$ cat src/rtl/ifu.sv
// Instruction fetch unit: holds the fetch PC, issues one memory read at a time,
// and hands each instruction with its PC to the decoder through a one-entry buffer.
module ifu #(
    parameter int unsigned ADDR_WIDTH = 64,
    parameter int unsigned INST_WIDTH = 32,
    parameter logic [ADDR_WIDTH-1:0] RESET_PC = ADDR_WIDTH'(64'h8000_0000)
) (
    input  logic                  clk,
    input  logic                  rst,
    input  logic                  redirect_valid,
    input  logic [ADDR_WIDTH-1:0] redirect_pc,
    output logic                  mem_req_valid,
    input  logic                  mem_req_ready,
    output logic [ADDR_WIDTH-1:0] mem_req_addr,
    input  logic                  mem_rsp_valid,
    input  logic [INST_WIDTH-1:0] mem_rsp_data,
    input  logic                  mem_rsp_err,
    output logic                  inst_valid,
    input  logic                  inst_ready,
    output logic [INST_WIDTH-1:0] inst,
    output logic [ADDR_WIDTH-1:0] inst_pc,
    output logic                  inst_fault
);

    typedef enum logic [1:0] {
        S_REQ  = 2'd0,
        S_WAIT = 2'd1,
        S_DROP = 2'd2,
        S_HALT = 2'd3
    } state_e;

    state_e                  state_q, state_d;
    logic [ADDR_WIDTH-1:0]   fetch_pc_q, fetch_pc_d;
    logic                    inst_valid_q, inst_valid_d;
    logic [INST_WIDTH-1:0]   inst_q, inst_d;
    logic [ADDR_WIDTH-1:0]   inst_pc_q, inst_pc_d;
    logic                    inst_fault_q, inst_fault_d;

    logic                    aligned;
    logic                    req_hs;

    // Request depends only on registered state, never on inputs.
    assign aligned       = (fetch_pc_q[1:0] == 2'b00);
    assign mem_req_valid = (state_q == S_REQ) && !inst_valid_q && aligned;
    assign mem_req_addr  = fetch_pc_q;
    assign req_hs        = mem_req_valid && mem_req_ready;

    assign inst_valid = inst_valid_q;
    assign inst       = inst_q;
    assign inst_pc    = inst_pc_q;
    assign inst_fault = inst_fault_q;

    always_ff @(posedge clk or posedge rst) begin
        if (rst) begin
            state_q      <= S_REQ;
            fetch_pc_q   <= RESET_PC;
            inst_valid_q <= 1'b0;
            inst_q       <= '0;
            inst_pc_q    <= '0;
            inst_fault_q <= 1'b0;
        end else begin
            state_q      <= state_d;
            fetch_pc_q   <= fetch_pc_d;
            inst_valid_q <= inst_valid_d;
            inst_q       <= inst_d;
            inst_pc_q    <= inst_pc_d;
            inst_fault_q <= inst_fault_d;
        end
    end

    always_comb begin
        state_d      = state_q;
        fetch_pc_d   = fetch_pc_q;
        inst_valid_d = inst_valid_q;
        inst_d       = inst_q;
        inst_pc_d    = inst_pc_q;
        inst_fault_d = inst_fault_q;

        if (inst_valid_q && inst_ready) begin
            inst_valid_d = 1'b0;
        end

        case (state_q)
            S_REQ: begin
                // A misaligned PC becomes a fault marker once the buffer is free.
                if (!aligned) begin
                    if (!inst_valid_q) begin
                        inst_valid_d = 1'b1;
                        inst_d       = '0;
                        inst_pc_d    = fetch_pc_q;
                        inst_fault_d = 1'b1;
                        state_d      = S_HALT;
                    end
                end else if (req_hs) begin
                    state_d = S_WAIT;
                end
            end
            S_WAIT: begin
                if (mem_rsp_valid) begin
                    inst_valid_d = 1'b1;
                    inst_d       = mem_rsp_data;
                    inst_pc_d    = fetch_pc_q;
                    inst_fault_d = mem_rsp_err;
                    if (mem_rsp_err) begin
                        state_d = S_HALT;
                    end else begin
                        fetch_pc_d = fetch_pc_q + ADDR_WIDTH'(4);
                        state_d    = S_REQ;
                    end
                end
            end
            S_DROP: begin
                if (mem_rsp_valid) begin
                    state_d = S_REQ;
                end
            end
            S_HALT: begin
                state_d = S_HALT;
            end
            default: begin
                state_d = S_REQ;
            end
        endcase

        // Redirect overrides everything; a request still in flight must be drained.
        if (redirect_valid) begin
            fetch_pc_d   = redirect_pc;
            inst_valid_d = 1'b0;
            if (((state_q == S_WAIT) && !mem_rsp_valid) ||
                ((state_q == S_REQ) && req_hs)) begin
                state_d = S_DROP;
            end else begin
                state_d = S_REQ;
            end
        end
    end

endmodule

$ cat config.mk
export PLATFORM = sky130hd
export DESIGN_NAME = ifu
export DESIGN_NICKNAME = d
export VERILOG_FILES = /design/src/rtl/ifu.sv
export SDC_FILE = /design/constraint.sdc
export NUM_CORES = 1
export LEC_CHECK = 0
export CAP_MARGIN = 20
export CORE_UTILIZATION = 31
export DETAILED_ROUTE_END_ITERATION = 10
export GPL_TIMING_DRIVEN = 0
export SYNTH_ARGS = -nofsm -noshare
export SYNTH_HDL_FRONTEND = slang
export SYNTH_SLANG_ARGS = --single-unit
export TNS_END_PERCENT = 50
$ cat constraint.sdc
create_clock -name clk -period 5.9 [get_ports clk]
set_input_delay 0.59 -clock clk [delete_from_list [all_inputs] [get_ports clk]]
set_output_delay 0.59 -clock clk [all_outputs]
set_load 0.05 [all_outputs]
== After elaboration in Yosys (flattened, before gate mapping) ==
Index checks and enable logic that the tools add are counted.
Cells by class
  equality and inequality tests: 11
  add/subtract/negate cells: 1
  mux-type cells: 31
  reduce and logical (&&, ||, !) cells: 17
Operators by type and width (count)
  $mux W64: 7
  $pmux W64 S2: 1
  $mux W32: 3
  $add A64 B3 Y64 const B: 1
  $pmux W32 S2: 1
  $mux W2: 8
  $mux W1: 8
  $ne A2 B2 Y1 const B: 4
  $ne A4 B4 Y1 const B: 2
  $pmux W2 S4: 1
  $reduce_and A4 Y1: 2
  $logic_and A1 B1 Y1: 6
  $ne A3 B3 Y1 const B: 2
  $reduce_bool A2 Y1: 3
  $eq A2 B2 Y1 const B: 2
  $logic_not A2 Y1: 2
  $pmux W1 S2: 2
  $reduce_and A3 Y1: 1
  $eq A2 B1 Y1 const B: 1
  $logic_not A1 Y1: 2
  $logic_or A1 B1 Y1: 1
Storage, ports and cells
  word-level logic and storage cells: 66
  output and inout port bits: 163
  bits of input ports: 103
  register bits after elaboration: 164

== Longest topological paths before layout ==
Gate-level depths: netlist of run 1.
  depth after elaboration: 8
  mapped depth: 8
  mapped depth without buffers: 6

== Worst setup path before layout of run 1 ==
No wires, ideal clock.
  path kind: register -> register
  start: register fetch_pc_q[22], in the netlist mem_req_addr[22]
  end: register fetch_pc_q[52], in the netlist mem_req_addr[52]
  stages on the path, launching flop included: 9
  setup time: 82 ps
  arrival time: 2817 ps
  slack: 3002 ps
  period minus slack after synthesis: 2898 ps
  required time: 5818 ps
  path buffers: 3
  cell sequence: dfrtp_1 clkbuf_1 nand4_1 or4_1 buf_2 or3_4 buf_6 or4_1 a31oi_1
Between the ends
  word-level cells in the longest chain between the ends: 5
Ends and longest elaborated chain
  from (decl): line 33  | logic [ADDR_WIDTH-1:0] fetch_pc_q, fetch_pc_d;
  from (signal assigned): line 63  | fetch_pc_q <= fetch_pc_d;
  $add A64 B3 Y64: line 107  | fetch_pc_d = fetch_pc_q + ADDR_WIDTH'(4);
  $mux W64: line 104  | if (mem_rsp_err) begin
  $mux W64: line 99  | if (mem_rsp_valid) begin
  $mux W64: line 83  | case (state_q)
  $mux W64: line 126  | if (redirect_valid) begin
No other way between the ends. The select of a mux whose other input is x is not followed.
A chain may end at the register's enable or synchronous reset.

== Worst setup path after layout of run 1 ==
  start: input port mem_rsp_err
  end: register fetch_pc_q[39], in the netlist mem_req_addr[39]
Between the ends
  word-level cells in the longest chain between the ends: 2
Ends and longest elaborated chain
  from (decl): line 17  | input logic mem_rsp_err,
  $ne A2 B2 Y1 (no source line)
  $reduce_and A3 Y1 (no source line)
No other way between the ends.

==> results of run 1 <==
## kinds of logic (layout without fill, tap and decap cells)
logic type	after synthesis	in the layout
flip-flops	164	164
AND/OR/NAND/NOR	516	516
AO/OA/AOI/OAI	101	101
adder cells (fa/ha/maj)	1	1
XOR/XNOR	35	35
buffers and inverters	57	356
multiplexers	5	5
## Yosys cell counts (2+ instances only)
cell type	number	area, sq um
sky130_fd_sc_hd__nand2_1	307	1152
sky130_fd_sc_hd__dfrtp_1	163	4079
sky130_fd_sc_hd__nand3_1	61	305.3
sky130_fd_sc_hd__o21ai_0	50	250.2
sky130_fd_sc_hd__clkbuf_1	35	131.4
sky130_fd_sc_hd__nor2_1	29	108.9
sky130_fd_sc_hd__nand4_1	26	162.7
sky130_fd_sc_hd__xnor2_1	22	192.7
sky130_fd_sc_hd__a31oi_1	17	106.4
sky130_fd_sc_hd__nor4_1	16	100.1
sky130_fd_sc_hd__or4_1	16	120.1
sky130_fd_sc_hd__xor2_1	13	113.9
sky130_fd_sc_hd__inv_1	11	41.29
sky130_fd_sc_hd__or3_1	11	68.82
sky130_fd_sc_hd__o31ai_1	10	75.07
sky130_fd_sc_hd__and2_1	8	50.05
sky130_fd_sc_hd__and3_1	8	50.05
sky130_fd_sc_hd__nor3_1	8	40.04
sky130_fd_sc_hd__and4_1	7	61.31
sky130_fd_sc_hd__buf_1	6	22.52
sky130_fd_sc_hd__a21oi_1	5	25.02
sky130_fd_sc_hd__mux2_2	4	45.04
sky130_fd_sc_hd__nand2b_1	4	25.02
sky130_fd_sc_hd__nor2b_1	4	25.02
sky130_fd_sc_hd__o31a_1	4	35.03
sky130_fd_sc_hd__a21o_1	3	22.52
sky130_fd_sc_hd__o211ai_1	3	22.52
sky130_fd_sc_hd__a22oi_1	2	15.01
sky130_fd_sc_hd__buf_2	2	10.01
sky130_fd_sc_hd__nand3b_1	2	15.01
sky130_fd_sc_hd__nand4_2	2	25.02
## cell type report
type	count	area, sq um
fillers	2367	12900
inverters	11	48.80
clock inverters	12	145.1
multi-input cells	658	3368
plain buffers	46	197.7
repair buffers	267	2685
flip-flops and latches	164	4105
well taps	324	405.4
clock buffers	20	466.7
## worst min-delay path, cell delays in order (launching register included)
cell                      delay [ns]
sky130_fd_sc_hd__dfrtp_1        0.34
sky130_fd_sc_hd__nand2_1        0.05
sky130_fd_sc_hd__nand2_1        0.05
## power groups by stage
| stage | sequential (uW) | combinational [uW] | clock, uW |
|---|---|---|---|
| after detailed placement | 1730 | 2930 | 0 |
| after global routing | 1760 | 3080 | 1240 |
| final | 1710 | 2900 | 1170 |
| after global placement | 1720 | 2910 | 0 |
| after CTS | 1720 | 2930 | 1200 |
| after floorplan | 2910 | 662 | 0 |
## through the flow
step | utilization [%] | cells | total power, uW | TNS (ns)
floorplan | - | 879 | 3569 | 0
CTS | 46.95 | 1501 | 5848 | 0
detailed placement | 44.43 | 1469 | 4657 | 0
global placement | 44.27 | 1468 | 4633 | -293.82
finish | 46.97 | 1502 | 5781 | 0
global route | 46.97 | 1502 | 6084 | 0
## how the worst min path moves through the flow
stage	from	to	slack, ns
after floorplan	mem_req_addr[31]	inst_pc[31]	0.62
after global placement	inst[22]	inst[22]	0.45
after detailed placement	inst[22]	inst[22]	0.46
after CTS	inst[22]	inst[22]	0.47
after global routing	inst_pc[58]	inst_pc[58]	0.49
final	inst[0]	inst[0]	0.46
## metal layers
layer / vias to the layer above / GRT usage [%] / routed length [um]
met1: 3639 / 29.17 / 12120
met4: 0 / 6.774 / 507
met2: 262 / 33.88 / 12450
met5: - / 0 / 0
li1: 3595 / - / -
met3: 29 / 5.351 / 1818
## registers in the layout, indices dropped and copies added (netlist names)
name,flops
state_q,2
inst,32
inst_fault,1
inst_pc,64
inst_valid,1
mem_req_addr,64
==> impl_summary.log, run 1 <==
[metrics] multiplexer share of the synthesized area: 0.7142%
[metrics] share of flip-flops with an asynchronous set or reset after synthesis: 100.0%
[metrics] Sw Ratio: 47.65%
[metrics] number of endpoints failing setup at the final stage: 0
[metrics] count of distinct cell types in the synthesized netlist: 51
[metrics] compound-gate portion of the synthesized area: 7.937%
[metrics] Max Freq: 0.2978 GHz
[metrics] depth of the worst register-to-register path: 6
[metrics] leakage power total: 0.004857 uW
[metrics] cells along the critical path: clkdlybuf4s50_1 > nand4bb_1 > nor3_1 > nand4_1 > or3_1 > a31oi_1
[metrics] hold-fix buffer count after cts: 0
[metrics] Global Route Usage Sum: 21.56%
[metrics] Gate power share: 50.1%
[metrics] outcome: finished, final reports clean
[metrics] endpoint type of the worst setup path: flop
[metrics] family of cells with the greatest summed delay on the critical path: simple AND/OR/NAND/NOR gates
[metrics] min cycle time layout: 3.358 ns
[metrics] final weighted congestion in routability-driven placement: 0.8083
[metrics] area enclosed by the die boundary: 25500 sq um
[metrics] syn_nets: 983
[metrics] power share of the clock group: 20.2%
[metrics] final worst slack: 2.542 ns
[metrics] input/output buffers: 265
[metrics] Ant. Diodes: 0
[metrics] TritonCTS clock tree: done
[metrics] critical path type: input pin to flop
[metrics] hold slack final: 0.4632 ns
[metrics] Post-Syn Area: 7709 sq um
[metrics] placed instance area: 10810 sq um
[metrics] Detailed Route WL: 26890 um
[metrics] die outline height: 159.7 um
[metrics] post-placement worst setup slack: 2.005 ns
[metrics] signal arrival time at the worst endpoint: 3.70 ns
[metrics] H-tree depth: 4
[metrics] Crit path largest cell delay: 0.91 ns
[metrics] Clk Latency, worst-skew pair: 0.42 ns
[metrics] WP buf/inv: 1
[metrics] gate count of the mapped netlist: 879
[metrics] average vias per placed instance: 5.010
[metrics] FP Rows: 57
[metrics] area share of and/or/nand/nor cells after synthesis: 30.86%
[metrics] RSZ-0062 raised after global routing: no
[metrics] Clock Path Buffers: 2
[metrics] Data required, critical path: 6.25 ns
[metrics] switching power: 2754 uW
[metrics] number of antenna violations at the first check in global routing: 0
[metrics] CORE AREA: 24320 sq um
[metrics] number of flops mapped to enable cells by yosys: 0
[metrics] most common cell after layout, fill and taps aside: sky130_fd_sc_hd__nand2_1
[metrics] clock buffer count from CTS: 17
[metrics] remaining max-slew budget at the tightest pin: 36.31%
[metrics] slowest cell on the critical path: sky130_fd_sc_hd__nor3_1
[metrics] share of layout cells above drive strength 1: 4.244%
[metrics] cell depth of the worst hold path: 2
[metrics] mean cell area of the mapped netlist: 8.770 sq um
[metrics] average routed wire per standard cell: 17.90 um
[metrics] commonest cells after routing, fill and taps aside: 307 x sky130_fd_sc_hd__nand2_1, 265 x sky130_fd_sc_hd__clkdlybuf4s50_1, 163 x sky130_fd_sc_hd__dfrtp_1
[metrics] adder-cell area share of the yosys netlist: 0.1623%
[metrics] CTS-repair resized insts: 0
[metrics] max-cap violations: 0
[metrics] flip-flop and latch count after synthesis: 164
[metrics] initial cell density of the core: 31.70%
[metrics] number of I/O pins: 266
[metrics] Worst R2R End: mem_req_addr[39]
[metrics] final cell area excluding filler cells: 11420 sq um
[metrics] number of remaining DRC errors: 0
[metrics] Post-layout nets: 1269
[metrics] drt first-iter violations: 396
[metrics] IR Drop Worst-Case VDD: 0.2491 mV
[metrics] fraction of power consumed by sequential logic: 29.6%
[metrics] final worst path period share: 56.91%
[metrics] residual overflow from global routing: 0
[metrics] Synth-to-Final Area Change: 48.17%
[metrics] internal power: 3026 uW
[metrics] number of buffers added for setup after CTS: 0
[metrics] drt first pass iters: 5
[metrics] floorplan die width: 159.7 um
[metrics] Synth Warn #: 0
[metrics] number of nets with antenna violations after routing: 0
[metrics] slack of the worst reg-to-reg path: 2.61 ns
[metrics] vias after detailed routing: 7525
[metrics] cell depth of the worst setup path: 6
[metrics] dominant combinational cell family by area after synthesis: simple AND/OR/NAND/NOR gates
[metrics] sequential cell area fraction in the yosys report: 53.25%
[metrics] critical path fanouts, max: 9
[metrics] count of clock tree sinks: 164
[metrics] Reg2Reg Launch Point: state_q[1]
[metrics] final count of hold timing violations: 0
[metrics] Detail Placement HPWL: 19560 um
[metrics] maximum number of pins on one net before global-route repair: 99
[metrics] beginning of the critical path: mem_rsp_err
[metrics] share of the synthesized netlist area taken by xor and xnor gates: 3.977%
[metrics] dominant synthesized flop cell: sky130_fd_sc_hd__dfrtp_1
[metrics] pwr/cell area: 506.1 nW/um^2
[metrics] wire length of the first global-routing pass: 42680 um
[metrics] maximum clock skew at final layout: 0.008992 ns
[metrics] vias in the first global route: 7371
[metrics] path type of the worst min-delay path: flop to flop
[metrics] Clock transition at path regs: 0.07 ns
[metrics] Worst Setup EP: mem_req_addr[39]
[metrics] pin slew with the least headroom to its limit: 0.9481 ns
[metrics] Root Buffer: sky130_fd_sc_hd__clkbuf_16
[metrics] final-report max-slew violation count: 0
[metrics] CP startpoint kind: input pin
Note: power is estimated with default switching activity, not from simulation.
==> run 2: changes to the inputs <==
clock period = 3.3 ns   (was 5.9 ns; I/O delays follow)
==> run 2 against run 1 <==
  * Count of clock-buffer cells in the layout unchanged
  * Worst setup slack lost 2.2 ns
  * Sequential power up 80%
  * Largest cell class unchanged
  * Critical path depth unchanged
  * Sequential share of layout area decreased by 0.19 points
  * Design area increased by 0.53%
  * Worst hold slack got worse by 0.19 ns
  * Sequential cell count unchanged
  * Critical endpoint is now mem_req_addr[34]
  * Critical path type is now flop to flop
  * Routed wire length decreased by 1.1%
==> impl_summary.log, run 2 (synthesis gave the netlist of run 1 again) <==
[metrics] number of antenna violations at the first check in global routing: 0 (unchanged)
[metrics] Filler cells: 2377 (+0.42%)
[metrics] average routed wire per standard cell: 17.68 um (-1.3%)
[metrics] maximum clock skew at final layout: 0.009976 ns (+0.0009841 ns)
[metrics] number of nets with antenna violations after routing: 0 (unchanged)
[metrics] average vias per placed instance: 4.928 (-1.6%)
[metrics] Ant. Diodes: 0 (unchanged)
[metrics] final weighted congestion in routability-driven placement: 0.8233 (+1.9%)
[metrics] TritonCTS clock tree: done
[metrics] Detailed Route WL: 26590 um (-1.1%)
[metrics] placed instance area: 10860 sq um (+0.49%)
[metrics] post-layout instance count excluding filler cells: 1504 (+0.13%)
[metrics] vias after detailed routing: 7411 (-1.5%)
[metrics] commonest cells after routing, fill and taps aside: 307 x sky130_fd_sc_hd__nand2_1, 265 x sky130_fd_sc_hd__clkdlybuf4s50_1, 163 x sky130_fd_sc_hd__dfrtp_1
[metrics] Global Route Usage Sum: 21.21% (-0.35 points)
[metrics] count of clock tree sinks: 164 (unchanged)
[metrics] post-placement worst setup slack: -0.3515 ns (-2.357 ns)
[metrics] number of I/O pins: 266 (unchanged)
[metrics] slack of the worst reg-to-reg path: 0.31 ns (-2.30 ns)
[metrics] CP startpoint kind: flop
[metrics] critical path fanouts, max: 9 (unchanged)
[metrics] final cell area excluding filler cells: 11480 sq um (+0.53%)
[metrics] pin slew with the least headroom to its limit: 0.9444 ns (-0.003704 ns)
[metrics] critical path type: flop to flop
[metrics] outcome: finished, final reports clean
[metrics] drt first pass iters: 6 (+1)
[metrics] number of remaining DRC errors: 0 (unchanged)
[metrics] maximum number of pins on one net before global-route repair: 41 (-59%)
[metrics] max-cap violations: 0 (unchanged)
[metrics] drt first-iter violations: 420 (+6.1%)
[metrics] leakage power total: 0.004873 uW (+0.33%)
[metrics] FP Rows: 57 (unchanged)
[metrics] Detail Placement HPWL: 19920 um (+1.8%)
[metrics] most common cell after layout, fill and taps aside: sky130_fd_sc_hd__nand2_1
[metrics] Post-layout nets: 1273 (+0.32%)
[metrics] final worst path period share: 90.75%
[metrics] final worst slack: 0.3053 ns (-2.237 ns)
[metrics] busiest layer in global routing: met2
[metrics] hold-fix buffer count after cts: 0 (unchanged)
[metrics] area enclosed by the die boundary: 25500 sq um (unchanged)
[metrics] Clock transition at path regs: 0.07 ns (about the same)
[metrics] RSZ-0062 raised after global routing: no
[metrics] Root Buffer: sky130_fd_sc_hd__clkbuf_16
[metrics] residual overflow from global routing: 0 (unchanged)
[metrics] initial cell density of the core: 31.70% (unchanged)
[metrics] path type of the worst min-delay path: input pin to async pin
[metrics] signal arrival time at the worst endpoint: 3.31 ns (-0.39 ns)
[metrics] pwr/cell area: 903.7 nW/um^2 (+79%)
[metrics] Synth-to-Final Area Change: 48.95%
[metrics] IR Drop Worst-Case VDD: 0.4892 mV (+96%)
[metrics] endpoint type of the worst setup path: flop
[metrics] vias in the first global route: 7252 (-1.6%)
[metrics] met1 usage in global routing: 27.78% (-1.4 points)
[metrics] CORE AREA: 24320 sq um (unchanged)
[metrics] Data required, critical path: 3.62 ns (-2.63 ns)
[metrics] min cycle time layout: 2.995 ns
[metrics] CTS-repair resized insts: 1 (+1)
[metrics] number of buffers added for setup after CTS: 0 (unchanged)
[metrics] die outline height: 159.7 um (unchanged)
[metrics] number of endpoints failing setup at the final stage: 0 (unchanged)
[metrics] H-tree depth: 4 (unchanged)
[metrics] clock buffer count from CTS: 17 (unchanged)
[metrics] remaining max-slew budget at the tightest pin: 37.04% (+0.73 points)
[metrics] final-report max-slew violation count: 0 (unchanged)
[metrics] met2 track utilization from global routing: 34.82% (+0.93 points)
[metrics] Max Freq: 0.3339 GHz
[metrics] Clk Latency, worst-skew pair: 0.43 ns (about the same)
[metrics] met3 routing resource usage after global routing: 5.143% (-0.21 points)
[metrics] wire length of the first global-routing pass: 41830 um (-2.0%)
[metrics] number of instances in the placed design: 1473 (+0.27%)
[metrics] input/output buffers: 265 (unchanged)
[metrics] final count of hold timing violations: 0 (unchanged)
[metrics] Clock Path Buffers: 2 (unchanged)
[metrics] share of layout cells above drive strength 1: 4.407% (+0.16 points)
[metrics] floorplan die width: 159.7 um (unchanged)
## run 2: cell types whose count changed in the layout (fill, tap and decap cells not counted), moves of 2 or more
| cell | delta |
|---|---|
| sky130_fd_sc_hd__inv_8 | -2 |
| sky130_fd_sc_hd__buf_12 | +4 |
| sky130_fd_sc_hd__clkinv_4 | -3 |
| sky130_fd_sc_hd__clkinvlp_4 | +3 |
## run 2: report_power, final
| part | switching, uW | leakage, uW | internal, uW | total [uW] |
|---|---|---|---|---|
| clock network | 868 | 0.000292 | 1250 | 2120 |
| registers | 424 | 0.00203 | 2640 | 3070 |
| logic | 3600 | 0.00255 | 1590 | 5190 |
## run 2: worst paths after layout
check / startpoint / to / depth (start not counted)
max: state_q[0] / mem_req_addr[34] / 6
min in group clk: redirect_pc[31] / mem_req_addr[31] / 3
max in group asynchronous: rst / mem_req_addr[31] / 4
max reg2reg: state_q[0] / mem_req_addr[34] / 6
min: rst / inst_pc[51] / 2
min reg2reg: inst[29] / inst[29] / 2
## run 2: routing by layer
metal / wire length (um) / vias up
met5: 0 / -
li1: - / 3595
met1: 11900 / 3556
met4: 524 / 0
met3: 1626 / 31
met2: 12530 / 229
## run 2: layout make-up
| cell class | count | area (sq um) | area share [%] |
|---|---|---|---|
| well taps | 324 | 405.4 | 3.531 |
| clock buffers | 20 | 466.7 | 4.064 |
| repair buffers | 271 | 2745 | 23.91 |
| multi-input cells | 658 | 3369 | 29.34 |
| flip-flops and latches | 164 | 4105 | 35.75 |
| plain buffers | 46 | 197.7 | 1.722 |
| clock inverters | 10 | 147.6 | 1.286 |
| inverters | 11 | 45.04 | 0.3923 |
## run 2: stage by stage
| stage | hold slack, ns | TNS (ns) | total power [uW] | utilization (%) |
|---|---|---|---|---|
| 6_report | 0.2715 | 0 | 10380 | 47.21 |
| 3_5_place_dp | 0.4561 | -2.265 | 8336 | 44.65 |
| 5_1_grt | 0.3032 | 0 | 10930 | 47.21 |
| 2_1_floorplan | 0.4444 | 0 | 6382 | - |
| 3_3_place_gp | 0.4482 | -118.48 | 8271 | 44.29 |
| 4_1_cts | 0.2760 | 0 | 10480 | 47.19 |
## run 2: worst max-delay path, stage by stage (launching register included)
cell,delay (ns)
sky130_fd_sc_hd__dfrtp_1,0.32
sky130_fd_sc_hd__clkbuf_1,0.30
sky130_fd_sc_hd__nand4bb_1,0.46
sky130_fd_sc_hd__or4_1,0.76
sky130_fd_sc_hd__nor4_1,0.60
sky130_fd_sc_hd__a21oi_1,0.14
sky130_fd_sc_hd__o31a_1,0.29
